### src/rtl/round_sequencer.sv
// rtl/round_sequencer.sv - round sequencer: loads an LFSR target onto b, ramps a at a prescaled rate
// and freezes a when the matcher raises stopSig.
module round_sequencer #(
  parameter int                 WIDTH      = 12,
  parameter int                 TICK_DIV   = 50000,
  parameter logic [WIDTH-1:0]   LFSR_SEED  = 12'hACE,
  parameter logic [WIDTH-1:0]   MIN_TARGET = 12'd100
) (
  input  logic             clk,
  input  logic             nReset,
  input  logic             start,
  input  logic             stopSig,
  output logic [WIDTH-1:0] a,
  output logic [WIDTH-1:0] b,
  output logic             running,
  output logic             done
);

  typedef enum logic [1:0] {IDLE, LOAD, RUN, HALT} state_t;

  localparam int            PW        = (TICK_DIV > 1) ? $clog2(TICK_DIV) : 1;
  localparam logic [PW-1:0] TICK_LAST = PW'(TICK_DIV - 1);

  state_t           state_q, state_d;
  logic [WIDTH-1:0] a_q, a_d;
  logic [WIDTH-1:0] b_q, b_d;
  logic [WIDTH-1:0] lfsr_q, lfsr_d;
  logic [PW-1:0]    presc_q, presc_d;
  logic             running_q, running_d;
  logic             done_q, done_d;
  logic             lfsr_fb;

  // Taps for x^12+x^11+x^10+x^4+1, shifting left with feedback into bit 0.
  assign lfsr_fb = lfsr_q[11] ^ lfsr_q[10] ^ lfsr_q[9] ^ lfsr_q[3];

  always_comb begin
    state_d   = state_q;
    a_d       = a_q;
    b_d       = b_q;
    presc_d   = presc_q;
    running_d = running_q;
    done_d    = done_q;
    lfsr_d    = {lfsr_q[WIDTH-2:0], lfsr_fb};

    case (state_q)
      IDLE: begin
        if (start && !stopSig) state_d = LOAD;
      end
      LOAD: begin
        // Candidates below MIN_TARGET are skipped so a=0 can never match at round start.
        if (lfsr_q >= MIN_TARGET) begin
          b_d       = lfsr_q;
          a_d       = '0;
          presc_d   = '0;
          running_d = 1'b1;
          state_d   = RUN;
        end
      end
      RUN: begin
        if (stopSig) begin
          running_d = 1'b0;
          done_d    = 1'b1;
          state_d   = HALT;
        end else if (presc_q == TICK_LAST) begin
          presc_d = '0;
          a_d     = a_q + 1'b1;
        end else begin
          presc_d = presc_q + 1'b1;
        end
      end
      HALT: begin
        if (start && !stopSig) begin
          done_d  = 1'b0;
          state_d = LOAD;
        end
      end
      default: state_d = IDLE;
    endcase
  end

  always_ff @(posedge clk or negedge nReset) begin
    if (!nReset) begin
      state_q   <= IDLE;
      a_q       <= '0;
      b_q       <= '0;
      presc_q   <= '0;
      running_q <= 1'b0;
      done_q    <= 1'b0;
      lfsr_q    <= LFSR_SEED;
    end else begin
      state_q   <= state_d;
      a_q       <= a_d;
      b_q       <= b_d;
      presc_q   <= presc_d;
      running_q <= running_d;
      done_q    <= done_d;
      lfsr_q    <= lfsr_d;
    end
  end

  assign a       = a_q;
  assign b       = b_q;
  assign running = running_q;
  assign done    = done_q;

endmodule
### config.mk
export PLATFORM = sky130hd
export DESIGN_NAME = round_sequencer
export DESIGN_NICKNAME = d
export VERILOG_FILES = /design/src/rtl/round_sequencer.sv
export SDC_FILE = /design/constraint.sdc
export NUM_CORES = 1
export LEC_CHECK = 0
export BUFFER_PORTS_ARGS = -buffer_cell sky130_fd_sc_hd__buf_4
export CORE_MARGIN = 2
export CORE_UTILIZATION = 58
export CTS_CLUSTER_DIAMETER = 50
export DETAILED_ROUTE_END_ITERATION = 12
export PLACE_DENSITY = 0.76
export SYNTH_ARGS = -nofsm -noshare
export SYNTH_HDL_FRONTEND = slang
export SYNTH_SLANG_ARGS = --single-unit
### constraint.sdc
create_clock -name clk -period 2.21 [get_ports clk]
set_input_delay 0.1105 -clock clk [delete_from_list [all_inputs] [get_ports clk]]
set_output_delay 0.1105 -clock clk [all_outputs]
set_load 0.02 [all_outputs]
* After elaboration in Yosys (flattened, before gate mapping) *
Index checks and enable logic that the tools add are counted.

word-level totals
  bits in registers = 56
  input bits = 4
  word-level logic and storage cells = 53

cells by class
  add/sub/neg operators = 2
  order comparisons = 1
  equality and inequality tests = 10
  multiplexer cells = 18
  bitwise gates (word level) = 3
  reduce and logical (&&, ||, !) cells = 12

operator list
  cell                                                                                   count
  16-bit 2-to-1 mux                                                                      3
  12-bit 2-to-1 mux                                                                      3
  16-bit case mux with 2 select lines                                                    1
  12-bit case mux with 2 select lines                                                    1
  16-bit by 1-bit adder with 16-bit output (second input constant)                       1
  16-bit == test (second input constant)                                                 1
  12-bit by 1-bit adder with 12-bit output (second input constant)                       1
  12-bit by 7-bit greater-or-equal comparator with 1-bit output (second input constant)  1
  3-bit AND reduction                                                                    4
  2-bit != test (second input constant)                                                  5
  2-bit 2-to-1 mux                                                                       3
  2-bit case mux with 3 select lines                                                     1
  2-bit == test (second input constant)                                                  2
  1-bit 2-to-1 mux                                                                       4
  1-bit case mux with 2 select lines                                                     2
  4-bit AND reduction                                                                    1
  2-bit nonzero test                                                                     2
  1-bit bitwise XOR                                                                      3
  2-bit by 1-bit == test with 1-bit output (second input constant)                       1
  2-bit logical NOT                                                                      1
  2-bit by 1-bit != test with 1-bit output (second input constant)                       1
  2-bit AND reduction                                                                    1
  2-bit OR reduction                                                                     1
  1-bit logical AND                                                                      1
  1-bit logical NOT                                                                      1

* Logic depth before layout (Yosys ltp) *
  depth after elaboration = 4
  mapped depth = 8

* Worst setup path after synthesis *
No wires, ideal clock.

  kind = reg2reg
  from = register presc_q[0]
  to = register a_q[4], in the netlist a[4]
  library setup time = 69 ps
  arrival time = 1869 ps
  data required time = 2141 ps
  path slack = 272 ps
  stages on the path, launching flop included = 7
  buffers on the path = 0
  period minus slack after synthesis = 1938 ps
  path through = dfrtp_1 ha_1 nand4b_1 o41ai_4 o211ai_2 or4b_1 nand3_1

on the way
  word-level cells in the longest chain between the ends = 3

RTL lines
  what                           RTL line  text
  from (decl)                    28        logic [PW-1:0] presc_q, presc_d;
  from (signal assigned)         94        presc_q <= presc_d;
  16-bit == test                 64        end else if (presc_q == TICK_LAST) begin
  2-bit != test (no line)        n/a
  4-bit AND reduction (no line)  n/a
  to (signal assigned)           84        a_q <= '0;
  to (signal assigned)           92        a_q <= a_d;
  to (decl)                      25        logic [WIDTH-1:0] a_q, a_d;

Every way passes these cells.
A chain may end at the register's enable or synchronous reset.

* Final worst setup path *
  from = register presc_q[11]
  to = register a_q[6], in the netlist a[6]

Same word-level chain as after synthesis.

==> results.toml <==
[outcome]
status = "completed"

[cts]
cts_root_buf = "clkbuf_8"
cts.path.max_buffers = 2
cts_max_level = 2
clk_latency_ns = 0.30
clock-sinks = 56
cts_tree = "done"
path_clk_slew_ns = 0.10
cts_inserted_buffers = 5

[hold_path]
hp-start = "stopSig"
hold_path.class = "input port to flop"
whs_endpoint = "done"
whs_path_depth = 3

[synthesis]
syn-num-nets = 270
yosysUniqueCellTypes = 41
ys_warn_count = 0
netlist_instances = 258
yosys-top-cells-count = "49 x dfrtp_1, 38 x nand2_1, 21 x nand3_1"
synthArstFlopShare = 1.00
syn_area_um2 = 2680
yosysMostFrequentCell = "dfrtp_1"
syn_area_per_cell_um2 = 10.4
synth_edf_count = 0
ys_top_cells_by_area = "dfrtp_1 46%, dfstp_2 6.9%, nand2_1 5.3%, mux2_2 5.0%, nand3_1 3.9%"
yosysTopAreaCellShare = 0.458
synth_seq_area_share = 0.527
postSynthRegisterBits = 56
netlist.top_cell.by_area = "dfrtp_1"
ys.flop_type = "dfrtp_1"

[floorplan]
die_h_um = 71.9
ios = 30
rows = 24
die-area_um2 = 5170
die_w_um = 71.9
core_area_um2 = 4410
start_util = 0.606

[timing]
drv_slew = 0
worstMarginPinSlew_ns = 0.697
hold_violations = 0
slew_headroom = 0.535
period_needed_ns = 2.14
setup_viol = 0
clock-skew-final_ns = 0.00783
max_freq_mhz = 466
period_share = 0.970
whs_ns = 0.0843

[setup_path]
crit_fanout = 11
critical_path.cell_chain = "or3_4, o41ai_4, o211ai_4, or4b_1, nand3_1"
path_class = "flop to flop"
worst_setup_path_start_kind = "flop"
ff2ff_path_depth = 5
cp_slowest_stage_delay_ns = 0.54
cp.arrival_ns = 2.38
required_ns = 2.45
crit_slowest_cell = "or4b_1"
worstReg2RegEnd = "a[6]"
reg2reg_setup_slack_ns = 0.07
r2r_start = "presc_q[11]"
critPathCaptureType = "flop"

[global_route]
overflow = 0
track_usage = 0.219
grt_pass1_vias = 2027
grt_first_pass_wirelength_um = 9000
grt_max_degree = 57
antenna_found_initial = 0

[detailed_routing]
routed-via-count = 2073
viasPerCell = 5.87
ant_nets = 0
drt_iter0_drc = 192
wl_per_cell_um = 14.7
finalWirelength_um = 5170
firstDrtPassIters = 4
drc = 0

[power]
p_clk_frac = 0.205
swShare = 0.370
p_switching_mw = 1.08
power_density_nw_per_um2 = 927
intPower_mw = 1.84
p_seq_frac = 0.448
p_total_mw = 2.93
ir_worst_vdd_mv = 0.668
p_leak_nw = 1.44
power_frac_comb = 0.346

[place]
numPortBuffers = 29
routabilityCongestion = 0.837
placed_area_um2 = 3030
dp_hpwl_um = 3570

[layout]
area_growth_pct = 18.0
final_cell_area_um2 = 3160
diodes = 0
drive_gt1_frac = 0.252
nFillCells = 343
fin_nets = 312
final_util = 0.715

[run]
maxCapViolCount = 0
[power groups by stage]
| stage | Clock [mW] | Combinational [mW] | Sequential (mW) |
|---|---|---|---|
| global route | 0.654 | 1.13 | 1.34 |
| global placement | 0 | 0.963 | 1.32 |
| CTS | 0.613 | 0.992 | 1.31 |
| floorplan | 0 | 0.548 | 1.40 |
| detailed placement | 0 | 0.984 | 1.33 |
| finish | 0.601 | 1.01 | 1.31 |
[registers in the layout, summed over array words and instances, names as in the netlist]
| register | cells |
|---|---|
| a | 12 |
| state_q | 2 |
| presc_q | 16 |
| done | 1 |
| running | 1 |
| b | 12 |
| lfsr_q | 12 |
[layout make-up]
type,instances,area [um2],share of cell area
flip-flops and latches,56,1410,0.447
clock buffers,8,100,0.0317
well taps,52,65.1,0.0206
repair buffers,46,348,0.110
multi-input cells,179,1190,0.377
inverters,12,45.0,0.0143
[repair_timing]
item	CTS	global route
gates resized for setup	0	2
setup buffers	0	0
setup endpoints to repair	0	3
hold buffers	1	0
endpoints found under the hold margin	49	0
[through the flow]
| stage | instances | worst slack (ns) | TNS, ns |
|---|---|---|---|
| finish | 353 | 0.0654 | 0 |
| global route | 353 | -0.0239 | -0.0343 |
| CTS | 353 | 0.0490 | 0 |
| detailed placement | 344 | 0.0938 | 0 |
| global placement | 344 | 0.148 | 0 |
| floorplan | 258 | 0.272 | 0 |
[worst max-delay path: cells and delay by family (launching register included)]
kind / cells / cell delay [ns]
AOI/OAI and AO/OA: 2 / 0.60
DFF: 1 / 0.43
and+or+nand+nor: 3 / 1.05
[cells by family after synthesis]
family / Yosys count / synth area share
simple gates: 100 / 0.191
flops: 56 / 0.527
compound gates: 55 / 0.146
buf+inv: 23 / 0.0341
mux: 14 / 0.0580
fa+ha+maj: 8 / 0.0374
xor+xnor: 2 / 0.00655
[placed cells by master (no fill, tap or decap), types with 5 or more instances in the layout]
cell	netlist	routed
nand3b_1	6	6
nor2_1	9	9
o21ai_0	19	19
buf_4	0	45
mux2_2	12	12
nand2_1	38	38
dfrtp_1	49	49
dfstp_2	7	7
a21oi_1	5	5
clkbuf_8	0	7
inv_1	12	12
o221ai_1	6	6
ha_1	8	8
o31ai_1	7	7
nand3_1	21	20
[layer usage]
metal  vias up  part of all wire  track usage
met3         4             0.047       0.0417
met2        40              0.47        0.353
met1      1011              0.47        0.310
li1       1018                 -            -
met4         0            0.0079       0.0566
met5         -                 0            0
[worst max-delay path by stage]
stage,start,to,slack [ns],cells after the start
floorplan,presc_q[0],a[4],0.27,6
global placement,presc_q[0],a[6],0.15,6
detailed placement,presc_q[0],a[6],0.09,6
CTS,presc_q[0],a[4],0.05,6
global route,presc_q[11],a[6],-0.02,5
finish,presc_q[11],a[6],0.07,5
Power figures use the tool's default switching activity.
